`config.mk`:
```
export PLATFORM = sky130hd
export DESIGN_NAME = sa_tile_sequencer
export DESIGN_NICKNAME = d
export VERILOG_FILES = /design/src/rtl/sa_pkg.sv /design/src/rtl/sa_skew_line.sv /design/src/rtl/sa_tile_sequencer.sv
export SDC_FILE = /design/constraint.sdc
export NUM_CORES = 1
export LEC_CHECK = 0
export CAP_MARGIN = 20
export CORE_AREA = 2 2 324 326
export DETAILED_ROUTE_END_ITERATION = 8
export DIE_AREA = 0 0 326 328
export GPL_ROUTABILITY_DRIVEN = 0
export GPL_TIMING_DRIVEN = 0
export PLACE_DENSITY = 0.5
export SETUP_SLACK_MARGIN = 0.5
export SYNTH_ARGS = -nofsm -noshare
export SYNTH_HDL_FRONTEND = slang
export SYNTH_SLANG_ARGS = --single-unit
```
`constraint.sdc`:
```
create_clock -name clk -period 4.02 [get_ports clk]
set_input_delay 0.603 -clock clk [delete_from_list [all_inputs] [get_ports clk]]
set_output_delay 0.603 -clock clk [all_outputs]
set_load 0.03 [all_outputs]
```
`src/rtl/sa_pkg.sv`:
```
// Package for the systolic-array tile sequencer.
// Holds the element types shared between the sequencer, the skew line and
// the SA_CORE boundary, the sequencer state encoding, and a saturating
// increment helper that the optional performance counters use.
//
// Optional feature macro: SA_SEQ_PERF_EN (used by sa_tile_sequencer).

package sa_pkg;

    typedef logic [7:0]  act_t;   // activation element
    typedef logic [7:0]  wgt_t;   // weight element
    typedef logic [31:0] acc_t;   // accumulator / result element

    typedef enum logic [1:0] {
        SEQ_IDLE   = 2'd0,
        SEQ_STREAM = 2'd1,
        SEQ_FLUSH  = 2'd2,
        SEQ_DRAIN  = 2'd3
    } seq_state_e;

    // Increment that sticks at all-ones instead of wrapping.
    function automatic logic [31:0] sat_inc32(input logic [31:0] v);
        return (v == '1) ? v : v + 32'd1;
    endfunction

endpackage

```
`src/rtl/sa_skew_line.sv`:
```
// Diagonal skew for one systolic-array edge pair (activation + weight).
// Lane r of each input vector is delayed by r clock cycles; lane 0 passes
// straight through. All shift stages clear on reset, so lanes that have not
// yet received data present zero.
//
// Ports:
//   clk, rstn       clock, asynchronous active-low reset
//   a_in / w_in     ROWS x W input vectors (already zero when not valid)
//   a_out / w_out   ROWS x W skewed vectors toward the array edge

module sa_skew_line #(
    parameter int ROWS = 8,
    parameter int W    = 8
) (
    input  logic                  clk,
    input  logic                  rstn,
    input  logic [ROWS-1:0][W-1:0] a_in,
    input  logic [ROWS-1:0][W-1:0] w_in,
    output logic [ROWS-1:0][W-1:0] a_out,
    output logic [ROWS-1:0][W-1:0] w_out
);

    assign a_out[0] = a_in[0];
    assign w_out[0] = w_in[0];

    for (genvar r = 1; r < ROWS; r++) begin : g_lane
        // Stage 0 takes the new sample; stage r-1 feeds the output.
        logic [r-1:0][W-1:0] a_sh_q;
        logic [r-1:0][W-1:0] a_sh_d;
        logic [r-1:0][W-1:0] w_sh_q;
        logic [r-1:0][W-1:0] w_sh_d;

        always_comb begin
            a_sh_d[0] = a_in[r];
            w_sh_d[0] = w_in[r];
            for (int k = 1; k < r; k++) begin
                a_sh_d[k] = a_sh_q[k-1];
                w_sh_d[k] = w_sh_q[k-1];
            end
        end

        always_ff @(posedge clk or negedge rstn) begin
            if (!rstn) begin
                a_sh_q <= '0;
                w_sh_q <= '0;
            end else begin
                a_sh_q <= a_sh_d;
                w_sh_q <= w_sh_d;
            end
        end

        assign a_out[r] = a_sh_q[r-1];
        assign w_out[r] = w_sh_q[r-1];
    end

endmodule

```
`src/rtl/sa_tile_sequencer.sv`:
```
// Sequences one output-stationary tile through SA_CORE.
//
// Flow: IDLE -> STREAM -> FLUSH -> DRAIN -> IDLE.
//   IDLE    accepts a tile command (cmd_ready high only here). A zero-length
//           command just pulses done on the next cycle.
//   STREAM  issues cmd_len consecutive buffer reads at base, base+1, ...
//           (address wraps at 2^ADDR_W). Read data returns one cycle later
//           and enters the skew line.
//   FLUSH   skew input is zero; lasts 2*ROWS cycles counted from the last
//           returned data cycle (ROWS-1 to empty the skew, ROWS to propagate).
//           inpvalid is high from the first returned data cycle to the end
//           of FLUSH: cmd_len + 2*ROWS - 1 contiguous cycles.
//   DRAIN   once rvalidport is all-ones and no result is pending, pulses
//           outread for one cycle and captures routport at the end of that
//           cycle; res_valid then holds res_data until res_ready, after
//           which done pulses and the block returns to IDLE.
//
// Handshakes: cmd and res are valid/ready; a transfer happens on a rising
// clock edge where both valid and ready are high. valid, once raised, holds
// its payload stable until that transfer.
//
// Ports:
//   clk, rstn                    clock, asynchronous active-low reset
//   cmd_valid/ready/base/len     tile command
//   mem_ren/raddr/rdata_a/rdata_w  1-cycle-latency buffer read port
//   ainport/winport/inpvalid/outread/routport/rvalidport  SA_CORE side
//   res_valid/ready/data         result vector to consumer
//   busy, done                   status (done is a one-cycle pulse)
//   perf_busy_cyc, perf_stall_cyc  only with SA_SEQ_PERF_EN defined
//   dbg_state                    current sequencer state
//
// Optional feature macro: SA_SEQ_PERF_EN adds saturating busy-cycle and
// drain-stall-cycle counters, cleared only by reset.

module sa_tile_sequencer
    import sa_pkg::*;
#(
    parameter int ROWS   = 8,
    parameter int ADDR_W = 16,
    parameter int LEN_W  = 16
) (
    input  logic                   clk,
    input  logic                   rstn,
    input  logic                   cmd_valid,
    output logic                   cmd_ready,
    input  logic [ADDR_W-1:0]      cmd_base,
    input  logic [LEN_W-1:0]       cmd_len,
    output logic                   mem_ren,
    output logic [ADDR_W-1:0]      mem_raddr,
    input  act_t [ROWS-1:0]        mem_rdata_a,
    input  wgt_t [ROWS-1:0]        mem_rdata_w,
    output act_t [ROWS-1:0]        ainport,
    output wgt_t [ROWS-1:0]        winport,
    output logic                   inpvalid,
    output logic                   outread,
    input  acc_t [ROWS-1:0]        routport,
    input  logic [ROWS-1:0]        rvalidport,
    output logic                   res_valid,
    input  logic                   res_ready,
    output acc_t [ROWS-1:0]        res_data,
    output logic                   busy,
    output logic                   done,
`ifdef SA_SEQ_PERF_EN
    output logic [31:0]            perf_busy_cyc,
    output logic [31:0]            perf_stall_cyc,
`endif
    output seq_state_e             dbg_state
);

    localparam int FL_W = $clog2(2 * ROWS);
    localparam logic [FL_W-1:0] FLUSH_LAST = FL_W'(2 * ROWS - 1);

    seq_state_e          state_q,     state_d;
    logic [ADDR_W-1:0]   addr_q,      addr_d;
    logic [LEN_W-1:0]    len_q,       len_d;
    logic [LEN_W-1:0]    cnt_q,       cnt_d;
    logic                ren_q,       ren_d;
    logic                rd_valid_q,  rd_valid_d;
    logic                inpvalid_q,  inpvalid_d;
    logic [FL_W-1:0]     flush_q,     flush_d;
    logic                outread_q,   outread_d;
    logic                res_valid_q, res_valid_d;
    acc_t [ROWS-1:0]     res_data_q,  res_data_d;
    logic                done_q,      done_d;

    act_t [ROWS-1:0]     skew_a_in;
    wgt_t [ROWS-1:0]     skew_w_in;

    always_comb begin
        state_d     = state_q;
        addr_d      = addr_q;
        len_d       = len_q;
        cnt_d       = cnt_q;
        ren_d       = ren_q;
        rd_valid_d  = ren_q;      // buffer answers one cycle after a read
        inpvalid_d  = inpvalid_q;
        flush_d     = flush_q;
        outread_d   = outread_q;
        res_valid_d = res_valid_q;
        res_data_d  = res_data_q;
        done_d      = 1'b0;

        unique case (state_q)
            SEQ_IDLE: begin
                if (cmd_valid) begin
                    if (cmd_len == '0) begin
                        done_d = 1'b1;
                    end else begin
                        state_d = SEQ_STREAM;
                        ren_d   = 1'b1;
                        addr_d  = cmd_base;
                        len_d   = cmd_len;
                        cnt_d   = '0;
                    end
                end
            end
            SEQ_STREAM: begin
                // Data for the read issued this cycle arrives next cycle,
                // which is where inpvalid must start.
                inpvalid_d = 1'b1;
                if (cnt_q == len_q - LEN_W'(1)) begin
                    ren_d   = 1'b0;
                    flush_d = '0;
                    state_d = SEQ_FLUSH;
                end else begin
                    cnt_d  = cnt_q + LEN_W'(1);
                    addr_d = addr_q + ADDR_W'(1);
                end
            end
            SEQ_FLUSH: begin
                if (flush_q == FLUSH_LAST) begin
                    inpvalid_d = 1'b0;
                    state_d    = SEQ_DRAIN;
                end else begin
                    flush_d = flush_q + FL_W'(1);
                end
            end
            SEQ_DRAIN: begin
                if (outread_q) begin
                    outread_d   = 1'b0;
                    res_data_d  = routport;
                    res_valid_d = 1'b1;
                end else if (res_valid_q) begin
                    if (res_ready) begin
                        res_valid_d = 1'b0;
                        done_d      = 1'b1;
                        state_d     = SEQ_IDLE;
                    end
                end else if (&rvalidport) begin
                    outread_d = 1'b1;
                end
            end
            default: state_d = SEQ_IDLE;
        endcase
    end

    always_ff @(posedge clk or negedge rstn) begin
        if (!rstn) begin
            state_q     <= SEQ_IDLE;
            addr_q      <= '0;
            len_q       <= '0;
            cnt_q       <= '0;
            ren_q       <= 1'b0;
            rd_valid_q  <= 1'b0;
            inpvalid_q  <= 1'b0;
            flush_q     <= '0;
            outread_q   <= 1'b0;
            res_valid_q <= 1'b0;
            res_data_q  <= '0;
            done_q      <= 1'b0;
        end else begin
            state_q     <= state_d;
            addr_q      <= addr_d;
            len_q       <= len_d;
            cnt_q       <= cnt_d;
            ren_q       <= ren_d;
            rd_valid_q  <= rd_valid_d;
            inpvalid_q  <= inpvalid_d;
            flush_q     <= flush_d;
            outread_q   <= outread_d;
            res_valid_q <= res_valid_d;
            res_data_q  <= res_data_d;
            done_q      <= done_d;
        end
    end

    // Read data is only meaningful the cycle after a read; everywhere else
    // (including all of FLUSH after the last return) the skew sees zeros.
    assign skew_a_in = rd_valid_q ? mem_rdata_a : '0;
    assign skew_w_in = rd_valid_q ? mem_rdata_w : '0;

    sa_skew_line #(
        .ROWS (ROWS),
        .W    (8)
    ) u_skew (
        .clk   (clk),
        .rstn  (rstn),
        .a_in  (skew_a_in),
        .w_in  (skew_w_in),
        .a_out (ainport),
        .w_out (winport)
    );

`ifdef SA_SEQ_PERF_EN
    logic [31:0] perf_busy_q,  perf_busy_d;
    logic [31:0] perf_stall_q, perf_stall_d;

    always_comb begin
        perf_busy_d  = perf_busy_q;
        perf_stall_d = perf_stall_q;
        if (state_q != SEQ_IDLE) begin
            perf_busy_d = sat_inc32(perf_busy_q);
        end
        // Core has a full result but the previous one is still unconsumed.
        if (state_q == SEQ_DRAIN && (&rvalidport) && res_valid_q) begin
            perf_stall_d = sat_inc32(perf_stall_q);
        end
    end

    always_ff @(posedge clk or negedge rstn) begin
        if (!rstn) begin
            perf_busy_q  <= '0;
            perf_stall_q <= '0;
        end else begin
            perf_busy_q  <= perf_busy_d;
            perf_stall_q <= perf_stall_d;
        end
    end

    assign perf_busy_cyc  = perf_busy_q;
    assign perf_stall_cyc = perf_stall_q;
`endif

    assign cmd_ready = (state_q == SEQ_IDLE);
    assign busy      = (state_q != SEQ_IDLE);
    assign mem_ren   = ren_q;
    assign mem_raddr = addr_q;
    assign inpvalid  = inpvalid_q;
    assign outread   = outread_q;
    assign res_valid = res_valid_q;
    assign res_data  = res_data_q;
    assign done      = done_q;
    assign dbg_state = state_q;

endmodule

```
==> flow_summary.toml <==
[outcome]
status = "complete, no violations"

[timing]
hold_viol_final = 0
worst_pin_slew_ns = 1.009
fmax_mhz = 294.1
finalCriticalPeriod_ns = 3.400
finClkSkew_ns = 0.07918
final_max_slew_viol_count = 0
slew_headroom = 0.3275
hold_slack_ns = 0.3073
finalSetupViolations = 0
rsz0062_at_grt = "no"
finalCritPeriodShare = 0.8457

[worst_setup_path]
path_max_fanout = 9
critical_path_class = "register to register"
cp.required_ns = 4.52
crit_arrival_ns = 3.90
crit_top_cell = "or4_4"
start_kind = "register"
cpPeakStageDelay_ns = 0.55
end_kind = "register"
cp_slowest_cell = "or4_4"
path_cells = "buf_6 -> or4_4 -> buf_6 -> or4_4 -> or4_4 -> o211ai_4 -> nand4_4 -> buf_4 -> a32o_1 -> a221o_1"

[power]
p_leak_nw = 17.42
power_mw = 17.12
p_per_area_nw_per_um2 = 440.0
ir_drop_mv = 0.3243

[route]
viasPerCell = 4.184
drt_iter0_drc = 1059
drcViolationCount = 0
antenna_left = 0
wl_per_cell_um = 21.43
route.vias.total = 16644
drt_wl_total_um = 85230
firstDrtPassIters = 5

[run]
max_cap_violations = 0

[synthesis]
synth_cell_type_count = 59
ys_ff_latch = 764
yosys_warnings = 0
synth.net_count = 2018
syn_area_um2 = 25550
yosysSeqAreaShare = 0.7482
synth_edf_count = 0
async_reset_ff_frac = 1.000
syn-instance-count = 1582
dominantRegCellSynth = "dfrtp_1"
syn_avg_cell_area_um2 = 16.15

[floorplanning]
pin_count = 837
dieWidth_um = 326
initial_core_util = 0.2476
std_cell_rows = 118
fp.coreArea_um2 = 103200
dieHeight_um = 328
dieArea_um2 = 106900

[layout]
nFillCells = 9699
drive_gt1_frac = 0.1845
syn_to_final_growth_pct = 52.25
nets = 2957

[cts]
cts_root_buf = "clkbuf_16"
clk_pin_slew_ns = 0.06
clock-sinks = 764
cts_tree = "yes"
htree_num_levels = 3
clock_latency_ns = 0.70
clk_path_buf_depth = 3
numCtsBuffers = 86

[global_route]
grt_util_all_layers = 0.1565
antenna_found_initial = 34
grt_max_degree = 126
grt_pass1_vias = 18065
grt_pass1_wl_um = 124000
grt_overflow = 0

[hold_path]
hold_class = "register to register"

[place]
dp_hpwl_um = 66300
portBuffers = 836
[area by class of cell]
| class | instances | area, um^2 | area share |
|---|---|---|---|
| multi-input cells | 709 | 5993 | 0.1540 |
| clock buffers | 120 | 2430 | 0.06245 |
| well taps | 1380 | 1727 | 0.04438 |
| repair buffers | 851 | 8616 | 0.2215 |
| flip-flops and latches | 764 | 19120 | 0.4914 |
| plain buffers | 82 | 401.6 | 0.01032 |
| clock inverters | 38 | 500.5 | 0.01286 |
| inverters | 27 | 101.3 | 0.002605 |
| diodes | 7 | 17.52 | 0.0004502 |
[report_power, final]
| group | switching, mW | internal, mW | total, mW |
|---|---|---|---|
| combinational | 0.626 | 0.686 | 1.31 |
| sequential | 0.0716 | 7.82 | 7.90 |
| clock | 3.30 | 4.61 | 7.91 |
[placed cells by master (no fill, tap or decap), types with 22 or more instances in the layout]
| master | n |
|---|---|
| dfrtp_1 | 763 |
| a21oi_1 | 22 |
| and3_1 | 24 |
| nand4_1 | 24 |
| and2_1 | 136 |
| clkdlybuf4s50_1 | 835 |
| mux2_2 | 275 |
| nor3_1 | 23 |
| clkbuf_16 | 86 |
| clkinv_2 | 23 |
| buf_4 | 24 |
| inv_1 | 26 |
| clkbuf_1 | 72 |
| nand2_1 | 32 |
[what timing repair did]
item,4_1_cts,5_1_grt
endpoints found under the setup margin,48,40
setup buffers,4,3
hold buffers,1,0
gates resized for setup,6,13
pin swaps,2,3
hold endpoints to repair,69,0
[per-stage QoR]
stage | instance area (um^2) | setup WS (ns) | setup TNS (ns) | utilization | instances
after floorplan | 25550 | 0.8384 | 0 | - | 1582
after global placement | 35650 | -31.73 | - | 0.3454 | 3798
after detailed placement | 35830 | -0.06050 | -0.1826 | 0.3472 | 3805
after CTS | 38830 | 0.4976 | 0 | 0.3763 | 3968
after global routing | 38900 | 0.5029 | 0 | 0.3770 | 3977
final | 38910 | 0.6201 | 0 | 0.3770 | 3978
[logic make-up after synthesis]
kind of cell    after synthesis  share of synthesized area
buf+inv                     109                    0.01910
fa+ha+maj                     8                   0.003917
xor+xnor                     16                   0.005484
simple gates                311                    0.07198
mux                         285                     0.1251
flops                       764                     0.7482
compound gates               89                    0.02624
[per-layer routing]
metal	wire, um	vias up	global-route usage
met1	33260	8505	0.1852
li1	-	7295	-
met2	43410	674	0.2710
met4	2268	12	0.04989
met5	74	-	0
met3	6214	158	0.04771
[flip-flops by register name, summed over array words and instances, names as in the netlist, 16 cells and up]
name / count
u_skew.w_out: 48
u_skew.g_lane.w_sh_d: 168
res_data: 256
len_q: 16
mem_raddr: 16
u_skew.g_lane.a_sh_d: 168
u_skew.a_out: 48
cnt_q: 16
[cell usage after synthesis (all sizes together), types with 13 or more instances]
library cell | number | area share
a21oi | 22 | 0.0043
and2 | 136 | 0.033
and3 | 24 | 0.0059
buf | 25 | 0.0068
clkbuf | 57 | 0.0084
dfrtp | 764 | 0.75
inv | 26 | 0.0038
mux2 | 275 | 0.12
nand2 | 32 | 0.0047
nand3 | 17 | 0.0033
nand4 | 25 | 0.0067
nor2 | 13 | 0.0019
nor3 | 23 | 0.0045
[worst paths after layout]
| kind | startpoint | to | slack [ns] | cells past startpoint |
|---|---|---|---|---|
| worst max-delay path | len_q[2]$_DFFE_PN0P_ | mem_raddr[12]$_DFFE_PN0P_ | 0.62 | 10 |
| worst min-delay path | u_skew.g_lane[6].a_sh_d[46]$_DFF_PN0_ | u_skew.a_out[54]$_DFF_PN0_ | 0.31 | 0 |
| worst max register to register | len_q[2]$_DFFE_PN0P_ | mem_raddr[12]$_DFFE_PN0P_ | 0.62 | 10 |
| worst min register to register | u_skew.g_lane[6].a_sh_d[46]$_DFF_PN0_ | u_skew.a_out[54]$_DFF_PN0_ | 0.31 | 0 |
| max in group asynchronous | rstn | res_data[173]$_DFFE_PN0P_ | 1.65 | 4 |
| min in group asynchronous | rstn | u_skew.g_lane[1].w_sh_q[4]$_DFF_PN0_ | 0.59 | 2 |
[critical path: cells and delay by family (launching register included)]
kind                   cells  cell delay, ns
AO/OA/AOI/OAI              3            0.66
flip-flops                 1            0.37
AND/OR/NAND/NOR            4            1.75
buffers and inverters      3            0.48
Power figures use the tool's default switching activity.
